### src/rtl/booth_multiplier_seq_32.sv
// Sequential signed Booth multiplier, one digit per clock, HI/LO result.
// Define BOOTH_RADIX4_EN for radix-4 recoding; radix-2 otherwise.
module booth_multiplier_seq_32 #(
  parameter int WIDTH = 32
) (
  input  logic             in_clk,
  input  logic             in_reset,
  input  logic             in_start,
  input  logic [WIDTH-1:0] in_multiplicand,
  input  logic [WIDTH-1:0] in_multiplier,
  output logic             out_busy,
  output logic             out_done,
  output logic [WIDTH-1:0] out_hi,
  output logic [WIDTH-1:0] out_lo
);

  localparam int AW = WIDTH + 2;
`ifdef BOOTH_RADIX4_EN
  localparam int N  = WIDTH / 2;
  localparam int SH = 2;
`else
  localparam int N  = WIDTH;
  localparam int SH = 1;
`endif
  localparam int CW = $clog2(N + 1);

  typedef enum logic [1:0] {
    IDLE,
    RUN,
    DONE
  } state_t;

  state_t state_q, state_nx;

  logic [AW-1:0]    m_q;
  logic [AW-1:0]    a_q;
  logic [WIDTH-1:0] q_q;
  logic             qm1_q;
  logic [CW-1:0]    cnt_q;
  logic [WIDTH-1:0] hi_q;
  logic [WIDTH-1:0] lo_q;
  logic             busy_q;
  logic             done_q;

  logic [AW-1:0]       mult;
  logic [AW-1:0]       sum;
  logic [AW+WIDTH:0]   shifted;
  logic [AW-1:0]       a_nx;
  logic [WIDTH-1:0]    q_nx;
  logic                qm1_nx;
  logic                last;

  always_comb begin
    mult = '0;
`ifdef BOOTH_RADIX4_EN
    case ({q_q[1:0], qm1_q})
      3'b001,
      3'b010:  mult = m_q;
      3'b011:  mult = m_q << 1;
      3'b100:  mult = -(m_q << 1);
      3'b101,
      3'b110:  mult = -m_q;
      default: mult = '0;
    endcase
`else
    case ({q_q[0], qm1_q})
      2'b01:   mult = m_q;
      2'b10:   mult = -m_q;
      default: mult = '0;
    endcase
`endif
  end

  // {A,Q,q[-1]} is shifted as one signed word so A's sign fills in.
  always_comb begin
    sum     = a_q + mult;
    shifted = $unsigned($signed({sum, q_q, qm1_q}) >>> SH);
    a_nx    = shifted[AW+WIDTH -: AW];
    q_nx    = shifted[WIDTH:1];
    qm1_nx  = shifted[0];
    last    = (cnt_q == CW'(1));
  end

  always_comb begin
    state_nx = state_q;
    case (state_q)
      IDLE:    if (in_start) state_nx = RUN;
      RUN:     if (last) state_nx = DONE;
      DONE:    state_nx = IDLE;
      default: state_nx = IDLE;
    endcase
  end

  always_ff @(posedge in_clk or posedge in_reset) begin
    if (in_reset) begin
      state_q <= IDLE;
      busy_q  <= 1'b0;
      done_q  <= 1'b0;
    end else begin
      state_q <= state_nx;
      busy_q  <= (state_nx != IDLE);
      done_q  <= (state_nx == DONE);
    end
  end

  always_ff @(posedge in_clk or posedge in_reset) begin
    if (in_reset) begin
      m_q   <= '0;
      a_q   <= '0;
      q_q   <= '0;
      qm1_q <= 1'b0;
      cnt_q <= '0;
      hi_q  <= '0;
      lo_q  <= '0;
    end else begin
      case (state_q)
        IDLE: begin
          if (in_start) begin
            m_q   <= {{2{in_multiplicand[WIDTH-1]}},
                      in_multiplicand};
            a_q   <= '0;
            q_q   <= in_multiplier;
            qm1_q <= 1'b0;
            cnt_q <= CW'(N);
          end
        end
        RUN: begin
          a_q   <= a_nx;
          q_q   <= q_nx;
          qm1_q <= qm1_nx;
          cnt_q <= cnt_q - CW'(1);
          // Publish on the DONE entry edge so HI/LO never show partials.
          if (last) begin
            hi_q <= a_nx[WIDTH-1:0];
            lo_q <= q_nx;
          end
        end
        default: ;
      endcase
    end
  end

  assign out_busy = busy_q;
  assign out_done = done_q;
  assign out_hi   = hi_q;
  assign out_lo   = lo_q;

endmodule

### config.mk
export PLATFORM = sky130hd
export DESIGN_NAME = booth_multiplier_seq_32
export DESIGN_NICKNAME = d
export VERILOG_FILES = /design/src/rtl/booth_multiplier_seq_32.sv
export SDC_FILE = /design/constraint.sdc
export NUM_CORES = 1
export LEC_CHECK = 0
export ABC_CLOCK_PERIOD_IN_PS = 13300
export CAP_MARGIN = 20
export CORE_MARGIN = 8
export CORE_UTILIZATION = 35
export DETAILED_ROUTE_END_ITERATION = 8
export PLACE_DENSITY = 0.67
export REMOVE_ABC_BUFFERS = 1
export SLEW_MARGIN = 15
export SYNTH_ARGS = -nofsm -noshare
export SYNTH_HDL_FRONTEND = slang
export SYNTH_SLANG_ARGS = --single-unit
### constraint.sdc
create_clock -name in_clk -period 13.3 [get_ports in_clk]
set_input_delay 2.66 -clock in_clk [delete_from_list [all_inputs] [get_ports in_clk]]
set_output_delay 2.66 -clock in_clk [all_outputs]
set_load 0.03 [all_outputs]
==> metrics.csv <==
stage,metric,value,unit
clock_tree,total CTS buffers,17,
sta,RSZ-0062 raised after global routing,no,
worst_setup_path,worst setup path end,out_hi[30]$_DFFE_PP0P_,
cells_and_area,layout cells sized above 1,7.27,%
cells_and_area,final core occ,44.3,%
grt,Total GRT Usage,15.9,%
sta,final hold violations,0,
placed_design,global placer's final weighted congestion,0.889,
clock_tree,CTS tree,built,
worst_setup_path,RR Startpoint,m_q[0]$_DFFE_PP0P_,
yosys,Post-Synth Adder-Cell Area,5.34,%
routing,Vias/cell,5.31,
cells_and_area,n_diodes,0,
floorplan,core area,26100,um2
worst_setup_path,Critical path origin,m_q[0]$_DFFE_PP0P_,
floorplan,Die H,179,um
yosys,"EDFF count, synth",0,
grt,first-pass GRT wire length,41100,um
worst_setup_path,crit-path cells,inv_1 > ha_1 > or4b_4 > or3_1 > nand2b_4 > nor4_4 > nand3_2 > or3_1 > o211a_1 > nor3_2 > ha_1 > a211oi_1 > and3_1 > or4b_1 > o211ai_1 > o21ai_1 > xor2_1 > mux2_2,
yosys,cell area after synthesis,9270,um2
clock_tree,htree depth,4,
worst_setup_path,Critical Path RT,13.62,ns
worst_setup_path,Crit-path slowest cell,or4b_4,
job,max_cap viols,0,
yosys,post-synthesis sequential area ratio,46.4,%
power,leakage power,5.19,nW
yosys,"Warnings, synthesis",0,
sta,Sum Neg Setup Slack,0,ns
yosys,"Distinct cells, synth",59,
floorplan,Initial Util,35.6,%
worst_setup_path,kind of critical path,reg -> reg,
yosys,xor/xnor share of the synthesized area,4.16,%
worst_setup_path,"reg-to-reg slack, setup",8.18,ns
placed_design,Buffers on Ports,132,
grt,initial antenna violation count,0,
sta,slew of the pin with the lowest slew margin,0.850,ns
routing,Total Wirelength,25100,um
power,Final Power,0.00296,W
clock_tree,Worst-path clk slew,0.08,ns
yosys,ys async rst share,100,%
yosys,mux contribution to synthesized area,2.78,%
sta,Final Max Slew Viols,0,
cells_and_area,Area Overhead vs Synth,24.6,%
cells_and_area,Nets,1249,
grt,GRT Residual Overflow,0,
hold_path,Hold Path Class,reg -> reg,
worst_setup_path,cell family with most CP delay,simple AND/OR/NAND/NOR gates,
clock_tree,hold buffers post-CTS,0,
worst_setup_path,Slowest Stage Delay on Critical Path,0.50,ns
floorplan,site row count,59,
clock_tree,post-cts sizing count,0,
sta,Tcrit/Tclk final,38.5,%
yosys,complex-gate fraction of the synthesized area,18.3,%
clock_tree,Clock Tree Root,clkbuf_16,
power,Power Density,256,nW/um2
routing,DRC viols,0,
sta,fin crit period,5.12,ns
yosys,Synth Area in Simple Gates,19.8,%
routing,vias,7910,
yosys,largest family of logic cells by synthesized area,simple AND/OR/NAND/NOR gates,
clock_tree,Post CTS Setup Buffer Count,0,
worst_setup_path,Critical Path Fanout Max,8,
worst_setup_path,crit end category,flop,
floorplan,Die W,179,um
sta,Clock Skew,0.0144,ns
sta,Final setup viols,0,
yosys,Mapped Avg Cell Area,8.94,um2
worst_setup_path,Buf/Inv on CP,1,
floorplan,die area,32000,um2
clock_tree,worst skew pair latency,0.44,ns
status,status,completed,
grt,largest net degree at the start of global routing,93,
yosys,"FF+latch count, synth",172,
worst_setup_path,worst endpoint data arrival time,5.44,ns
worst_setup_path,cell depth of the worst flop-to-flop path,18,
routing,TritonRoute pass-1 iters,5,
sta,Rel. slew slack,43.3,%
grt,vias in the first global route,7854,
clock_tree,Max clock buf depth,2,
placed_design,DP HPWL,17300,um
worst_setup_path,CP Launch Type,flop,
floorplan,IO Count,133,
power,Max VDD drop,0.000114,V
routing,DRT iter0 DRCs,470,
sta,FMAX,0.195,GHz
worst_setup_path,worst r2r dst,out_hi[30]$_DFFE_PP0P_,
routing,wire length per cell,16.8,um
yosys,Main synth FF type,dfrtp_1,
routing,remaining antenna violation count,0,
yosys,Post-Syn Instances,1037,
worst_setup_path,Levels on crit path,18,
clock_tree,Sink Count,172,
[synthesized netlist by cell type, types with 3 or more instances]
library cell | n | area (um2)
nand2_1 | 278 | 1040
dfrtp_1 | 172 | 4300
o21ai_0 | 77 | 385
nor2_1 | 64 | 240
clkbuf_1 | 55 | 206
a21oi_1 | 43 | 215
a22oi_1 | 43 | 323
ha_1 | 38 | 475
xnor2_1 | 28 | 245
a22o_1 | 23 | 201
mux2_2 | 22 | 248
a21o_1 | 17 | 128
inv_1 | 16 | 60.1
xor2_1 | 16 | 140
nor3_1 | 13 | 65.1
or3_1 | 13 | 81.3
a211oi_1 | 9 | 67.6
a32oi_1 | 9 | 78.8
nand3_1 | 9 | 45.0
and3_1 | 8 | 50.1
o21a_1 | 6 | 45.0
a311oi_1 | 4 | 35.0
a31oi_1 | 4 | 25.0
nand2b_1 | 4 | 25.0
nor4_1 | 4 | 25.0
nand4_1 | 3 | 18.8
nor2b_1 | 3 | 18.8
nor3_2 | 3 | 30.0
o211ai_1 | 3 | 22.5
o21ai_1 | 3 | 15.0
o21bai_1 | 3 | 22.5
o22ai_1 | 3 | 18.8
o31ai_1 | 3 | 22.5
o41ai_1 | 3 | 26.3
or4_1 | 3 | 22.5
[worst min-delay path: cells and delay by family, from the launching register on]
family | cells | cell delay, ns
DFF | 1 | 0.35
and+or+nand+nor | 2 | 0.10
[through the flow]
stage,instances,hold slack (ns),area [um2],worst slack [ns]
CTS,1490,0.481,11500,8.17
global route,1491,0.508,11600,7.70
global placement,1457,0.458,10900,8.31
finish,1491,0.475,11600,8.18
detailed placement,1458,0.463,10900,8.21
floorplan,977,0.446,9040,5.98
[routing by layer]
layer  up-vias  wire length (um)  track usage (%)
met2       253             11100             24.2
met1      3795             11800             22.0
met4         0               322             4.31
li1       3839                 -                -
met3        23              1800             4.51
met5         -                 0                0
[area by class of cell]
cell class / count / area, um2
Clock inverter: 15 / 184
Tap cell: 335 / 419
Sequential cell: 172 / 4300
Clock buffer: 17 / 425
Inverter: 17 / 68.8
Multi-Input combinational cell: 788 / 4680
Fill cell: 2566 / 14500
Timing Repair Buffer: 147 / 1470
[flip-flops by register name (all words and copies together), names as in the netlist]
register / cells
out_lo: 32
m_q: 32
out_hi: 32
state_q: 2
q_q: 32
cnt_q: 6
out_done: 1
out_busy: 1
qm1_q: 1
a_q: 33
[worst min path at each step]
stage                     slack, ns  depth (start not counted)                     end                   start
after floorplan                0.45                          1    cnt_q[4]$_DFFE_PP0P_    cnt_q[4]$_DFFE_PP0P_
after global placement         0.46                          2  out_lo[23]$_DFFE_PP0P_  out_lo[23]$_DFFE_PP0P_
after detailed placement       0.46                          2  out_lo[18]$_DFFE_PP0P_  out_lo[18]$_DFFE_PP0P_
after CTS                      0.48                          2  out_lo[22]$_DFFE_PP0P_  out_lo[22]$_DFFE_PP0P_
after global routing           0.51                          1    cnt_q[4]$_DFFE_PP0P_    cnt_q[4]$_DFFE_PP0P_
final                          0.48                          2  out_lo[22]$_DFFE_PP0P_  out_lo[22]$_DFFE_PP0P_
[report_power, final]
group	internal, W	switching (W)	total (W)
Clock	0.000257	0.000253	0.000510
Sequential	0.000761	0.000201	0.000962
Combinational	0.000625	0.000858	0.00148
[placed cells by master, fill, tap and decap left out, types with 3 or more instances in the layout]
cell type and n:
nor3_2 3, a22oi_1 43, inv_8 6, clkdlybuf4s50_1 132
nand2_1 277, a21oi_1 43, a211oi_1 9, clkinv_8 5
nor4_1 4, or4_1 3, o21ai_1 3, nor3_1 13
a311oi_1 4, nand4_1 3, o21bai_1 3, a31oi_1 4
a32oi_1 9, clkbuf_16 17, mux2_2 22, buf_4 13
o211ai_1 3, nand2b_1 4, nand3_1 9, o41ai_1 3
or3_1 13, xor2_1 16, nor2_1 64, o21ai_0 77
inv_6 5, ha_1 38, and3_1 8, a22o_1 23
a21o_1 17, o31ai_1 3, inv_1 14, dfrtp_1 172
o22ai_1 3, o21a_1 6, xnor2_1 28
[cell families (layout without fill, tap and decap cells)]
kind of cell | after synthesis | count (layout)
XOR/XNOR | 44 | 44
multiplexers | 23 | 23
AO/OA/AOI/OAI | 260 | 260
AND/OR/NAND/NOR | 422 | 422
flip-flops | 172 | 172
buffers and inverters | 77 | 196
adder cells (fa/ha/maj) | 39 | 39
No activity file was read; power rests on OpenSTA's default activity.
